### src/rtl/muldiv_pkg.sv
// Shared encodings for the sequential multiply/divide engine.
// mdx operation codes and the controller state type.
package muldiv_pkg;

    localparam logic [1:0] MDX_MUL   = 2'b00;
    localparam logic [1:0] MDX_MULTU = 2'b01;
    localparam logic [1:0] MDX_DIV   = 2'b10;
    localparam logic [1:0] MDX_DIVU  = 2'b11;

    typedef enum logic [1:0] {
        IDLE = 2'b00,
        CALC = 2'b01,
        FIX  = 2'b10
    } state_t;

endpackage

### src/rtl/muldiv_seq.sv
// Iterative MULT/MULTU/DIV/DIVU engine with HI/LO holding registers.
// One shift-add / restoring shift-subtract step per cycle, then a sign fix-up cycle.
//
// state | meaning
// IDLE  | waiting for start; hi/lo hold the last result
// CALC  | one multiply or divide iteration per cycle, WIDTH iterations
// FIX   | sign correction, write hi/lo, pulse done
module muldiv_seq
    import muldiv_pkg::*;
#(
    parameter int WIDTH = 32
) (
    input  logic             clk,
    input  logic             rst_n,
    input  logic             start,
    input  logic [1:0]       mdx,
    input  logic [WIDTH-1:0] a,
    input  logic [WIDTH-1:0] b,
    output logic             busy,
    output logic             done,
    output logic [WIDTH-1:0] lo,
    output logic [WIDTH-1:0] hi
);

    localparam int CW = $clog2(WIDTH) + 1;

    function automatic logic [WIDTH-1:0] abs_w(input logic [WIDTH-1:0] x, input logic is_signed);
        return (is_signed && x[WIDTH-1]) ? -x : x;
    endfunction

    state_t           state_q, state_d;
    logic             div_q, div_d;
    logic             sa_q, sa_d;
    logic             sb_q, sb_d;
    logic             div0_q, div0_d;
    logic [WIDTH-1:0] opnd_q, opnd_d;
    logic [WIDTH:0]   hacc_q, hacc_d;
    logic [WIDTH-1:0] lacc_q, lacc_d;
    logic [CW-1:0]    cnt_q, cnt_d;
    logic [WIDTH-1:0] hi_q, hi_d;
    logic [WIDTH-1:0] lo_q, lo_d;
    logic             done_q, done_d;

    // Shared adder: add (gated multiplicand) for multiply, subtract divisor for divide.
    logic [WIDTH:0]     add_x, add_y;
    logic [WIDTH+1:0]   sum;
    logic [2*WIDTH-1:0] prod, prod_s;
    logic               in_signed, in_div;

    assign add_x = div_q ? {hacc_q[WIDTH-1:0], lacc_q[WIDTH-1]} : hacc_q;
    assign add_y = div_q ? ~{1'b0, opnd_q} : (lacc_q[0] ? {1'b0, opnd_q} : '0);
    assign sum   = {1'b0, add_x} + {1'b0, add_y} + (WIDTH+2)'(div_q);
    assign prod  = {hacc_q[WIDTH-1:0], lacc_q};

    assign in_signed = (mdx == MDX_MUL) || (mdx == MDX_DIV);
    assign in_div    = (mdx == MDX_DIV) || (mdx == MDX_DIVU);

    always_ff @(posedge clk or negedge rst_n) begin
        if (!rst_n) begin
            state_q <= IDLE;
            div_q   <= 1'b0;
            sa_q    <= 1'b0;
            sb_q    <= 1'b0;
            div0_q  <= 1'b0;
            opnd_q  <= '0;
            hacc_q  <= '0;
            lacc_q  <= '0;
            cnt_q   <= '0;
            hi_q    <= '0;
            lo_q    <= '0;
            done_q  <= 1'b0;
        end else begin
            state_q <= state_d;
            div_q   <= div_d;
            sa_q    <= sa_d;
            sb_q    <= sb_d;
            div0_q  <= div0_d;
            opnd_q  <= opnd_d;
            hacc_q  <= hacc_d;
            lacc_q  <= lacc_d;
            cnt_q   <= cnt_d;
            hi_q    <= hi_d;
            lo_q    <= lo_d;
            done_q  <= done_d;
        end
    end

    always_comb begin
        state_d = state_q;
        div_d   = div_q;
        sa_d    = sa_q;
        sb_d    = sb_q;
        div0_d  = div0_q;
        opnd_d  = opnd_q;
        hacc_d  = hacc_q;
        lacc_d  = lacc_q;
        cnt_d   = cnt_q;
        hi_d    = hi_q;
        lo_d    = lo_q;
        done_d  = 1'b0;
        prod_s  = prod;

        case (state_q)
            IDLE: begin
                if (start) begin
                    div_d  = in_div;
                    sa_d   = in_signed & a[WIDTH-1];
                    sb_d   = in_signed & b[WIDTH-1];
                    div0_d = (b == '0);
                    hacc_d = '0;
                    cnt_d  = CW'(WIDTH);
                    // Divide shifts the dividend out of lacc; multiply shifts the multiplier out.
                    if (in_div) begin
                        lacc_d = abs_w(a, in_signed);
                        opnd_d = abs_w(b, in_signed);
                    end else begin
                        lacc_d = abs_w(b, in_signed);
                        opnd_d = abs_w(a, in_signed);
                    end
                    state_d = CALC;
                end
            end
            CALC: begin
                if (div_q) begin
                    if (sum[WIDTH+1]) begin
                        hacc_d = sum[WIDTH:0];
                        lacc_d = {lacc_q[WIDTH-2:0], 1'b1};
                    end else begin
                        hacc_d = add_x;
                        lacc_d = {lacc_q[WIDTH-2:0], 1'b0};
                    end
                end else begin
                    hacc_d = {1'b0, sum[WIDTH:1]};
                    lacc_d = {sum[0], lacc_q[WIDTH-1:1]};
                end
                cnt_d = cnt_q - CW'(1);
                if (cnt_q == CW'(1)) begin
                    state_d = FIX;
                end
            end
            FIX: begin
                if (div_q) begin
                    // Divide-by-zero keeps an all-ones quotient regardless of signs.
                    lo_d = (sa_q ^ sb_q) && !div0_q ? -lacc_q : lacc_q;
                    hi_d = sa_q ? -hacc_q[WIDTH-1:0] : hacc_q[WIDTH-1:0];
                end else begin
                    prod_s = (sa_q ^ sb_q) ? -prod : prod;
                    hi_d   = prod_s[2*WIDTH-1:WIDTH];
                    lo_d   = prod_s[WIDTH-1:0];
                end
                done_d  = 1'b1;
                state_d = IDLE;
            end
            default: state_d = IDLE;
        endcase
    end

    assign busy = (state_q != IDLE);
    assign done = done_q;
    assign hi   = hi_q;
    assign lo   = lo_q;

endmodule
### config.mk
export PLATFORM = sky130hd
export DESIGN_NAME = muldiv_seq
export DESIGN_NICKNAME = d
export VERILOG_FILES = /design/src/rtl/muldiv_pkg.sv /design/src/rtl/muldiv_seq.sv
export SDC_FILE = /design/constraint.sdc
export NUM_CORES = 1
export LEC_CHECK = 0
export CAP_MARGIN = 20
export CORE_ASPECT_RATIO = 0.6
export CORE_MARGIN = 5
export CORE_UTILIZATION = 40
export CTS_CLUSTER_DIAMETER = 150
export CTS_CLUSTER_SIZE = 28
export DETAILED_ROUTE_END_ITERATION = 8
export PLACE_DENSITY = 0.65
export SLEW_MARGIN = 20
export SYNTH_ARGS = -nofsm -noshare
export SYNTH_HDL_FRONTEND = slang
export SYNTH_SLANG_ARGS = --single-unit
### constraint.sdc
create_clock -name clk -period 5.9 [get_ports clk]
set_input_delay 1.18 -clock clk [delete_from_list [all_inputs] [get_ports clk]]
set_output_delay 1.18 -clock clk [all_outputs]
set_load 0.01 [all_outputs]
==> metrics.yaml <==
outcome:
  outcome: "finished clean"
hold_path:
  hold_path.startpoint: "hi[29]"
  hold_class: "flop to flop"
  hold_depth: 2
  hold-path-endpoint: "hi[29]"
global_routing:
  overflow: 0
  antenna_found_initial: 0
  first_global_vias: 12100
  grt_usage_pct: 23.9
  grt_pass1_wl_um: 72800
  grt_max_degree: 118
die:
  ios: 135
  rows: 52
  dieArea_um2: 38400
  start_util_pct: 40.7
  die_y_um: 154
  die_w_um: 250
  coreArea_um2: 33800
pwr:
  p_leak_nw: 6.50
  peakVddDrop_mv: 0.334
  p_total_w: 0.0108
  powerDensity_nw_per_um2: 681
sta:
  worstMarginPinSlew_ns: 1.07
  max_freq_mhz: 230
  setup_violations: 0
  drv_slew: 0
  post-route-period-util_pct: 73.6
  hold_ws_ns: 0.481
  grt_setup_unrepaired: "false"
  hold_violations: 0
  slew_headroom_pct: 28.9
  fin_skew_ns: 0.0115
  post-route-min-period_ns: 4.34
  tns_ns: 0
synth:
  synth_most_common_cell: "nand2_1"
  synth_cell_type_count: 77
  netlist_area_um2: 13800
  synth_common_cells: "nand2_1, o21ai_0, dfrtp_1, nor2_1, a21oi_1"
  synth_fp_nets: 1874
  synth_area_leader_cell: "dfrtp_1"
  synth_area_leaders: "dfrtp_1, o21ai_0, nand2_1"
  synthFlopType: "dfrtp_1"
  seq_area_frac_synth_pct: 31.6
  avgSynthCellArea_um2: 7.80
  synth_top_area_share_pct: 31.6
  async_flop_share_pct: 100
  yosys_warnings: 0
  synth_cells: 1765
  synth-edff-count: 0
  ys_seq_elements: 174
setup_path:
  r2r_start: "div_q"
  worst_path_largest_cell_delay_ns: 0.55
  start_kind: "flop"
  reg2reg_slack_ns: 1.56
  cp_max_fo: 37
  arrival_ns: 4.63
  reg2reg_to: "hacc_q[9]"
  required_ns: 6.19
  cp-end-kind: "flop"
  cp_slowest_cell: "dfrtp_2"
  path_cells: "buf_4, buf_4, mux2_2, ha_1, nand3_1, nor3b_1, o221ai_2, nand2_1, buf_4, mux2i_1, o221ai_1"
  reg2reg_depth: 11
  crit_path_frequent_cell: "buf_4"
  crit_type: "flop to flop"
drt:
  vias_per_cell: 5.98
  top_layer: "met5"
  wl_met1_um: 23000
  wl_met2_um: 17900
  drtAntennaViolNets: 0
  totalWireLength_um: 47800
  wl_per_cell_um: 21.0
  dr.pass1.iters: 9
  drtIter0Drc: 1742
  vias: 13600
  wl_met3_um: 6450
  drc_errors: 0
clocking:
  cts-resized-gates: 0
  clk_latency_ns: 0.46
  cts_setup_buffers: 0
  tritoncts: "built"
  clk_path_buf_depth: 2
  hold_buffers: 0
  clkSinkCount: 174
  htree_levels: 4
  clkTransAtPathRegs_ns: 0.07
  cts_root_buf: "clkbuf_16"
  numCtsBuffers: 17
layout:
  final_cell_area_um2: 15900
  final_net_count: 1909
  n_antenna_cell: 0
  drive_gt1_share_pct: 6.12
  syn_to_final_growth_pct: 15.4
placement:
  dp_hpwl_um: 36900
  port-buffer-count: 134
  gp_congestion: 1.02
  place_area_um2: 15300
job:
  cap_viol_max_count: 0
## placed cells by master, fill, tap and decap left out, types with 14 or more instances in the layout
master / count
ha_1: 38
inv_1: 33
a31oi_1: 20
nor4_1: 19
mux2i_1: 40
xor2_1: 65
nand2_1: 237
nor2_1: 171
dfrtp_1: 173
mux2_2: 31
buf_4: 16
nor3_1: 39
o211ai_1: 25
a21o_1: 31
nand3_1: 27
clkbuf_16: 17
a21oi_1: 151
a22oi_1: 16
xnor2_1: 83
a211oi_1: 16
o31ai_1: 14
a222oi_1: 19
clkdlybuf4s50_1: 132
o21ai_0: 212
## flip-flops by register name, summed over array words and instances (netlist names)
signal   flops
lacc_q      32
hi          32
done         1
div_q        1
sa_q         1
state_q      2
cnt_q        6
div0_q       1
hacc_q      33
sb_q         1
opnd_q      32
lo          32
## per-stage QoR
step	instances	util, %	worst slack, ns
5_1_grt	2272	47.0	1.29
6_report	2272	47.0	1.56
2_1_floorplan	1765	-	1.78
4_1_cts	2272	47.0	1.70
3_3_place_gp	2240	45.2	1.77
3_5_place_dp	2240	45.2	1.74
## kinds of logic after synthesis
family          count (synthesis)  synth area share (%)
fa+ha+maj                      40                  3.74
buf+inv                       170                  4.93
xor+xnor                      148                  9.41
simple gates                  590                  19.6
flops                         174                  31.6
mux                            71                  5.44
compound gates                572                  25.3
## routing by layer
metal | up-vias | track usage [%]
met5 | - | 1.49
met4 | 2 | 3.37
met3 | 46 | 10.3
met2 | 693 | 29.8
met1 | 6448 | 37.8
li1 | 6401 | -
## cell type report
type	count	area (µm²)
inverters	35	131
multi-input cells	1421	8760
clock buffers	18	429
fillers	3338	17900
repair buffers	151	1480
well taps	459	574
clock inverters	14	173
flip-flops and latches	174	4360
## where the power goes
group | internal [W] | switching (W) | leakage [nW]
Sequential | 0.00172 | 0.000863 | 2.14
Combinational | 0.00274 | 0.00435 | 4.07
Clock | 0.000605 | 0.000549 | 0.293
Total | 0.00507 | 0.00576 | 6.50
## critical path: cells and delay by family (launching register included)
| family | cells | cell delay (ns) |
|---|---|---|
| flip-flops | 1 | 0.55 |
| buffers and inverters | 3 | 1.23 |
| adder cells (fa/ha/maj) | 1 | 0.42 |
| AND/OR/NAND/NOR | 3 | 0.82 |
| AO/OA/AOI/OAI | 2 | 0.45 |
| multiplexers | 2 | 0.69 |
## how the worst max path moves through the flow
stage / endpoint / slack [ns] / from / cells after the start
after floorplan: hacc_q[24] / 1.78 / div_q / 16
after global placement: hacc_q[9] / 1.77 / div_q / 11
after detailed placement: hacc_q[18] / 1.74 / div_q / 11
after CTS: hacc_q[9] / 1.70 / div_q / 11
after global routing: hacc_q[18] / 1.29 / div_q / 11
final: hacc_q[9] / 1.56 / div_q / 11
No activity file was read; power rests on OpenSTA's default activity.
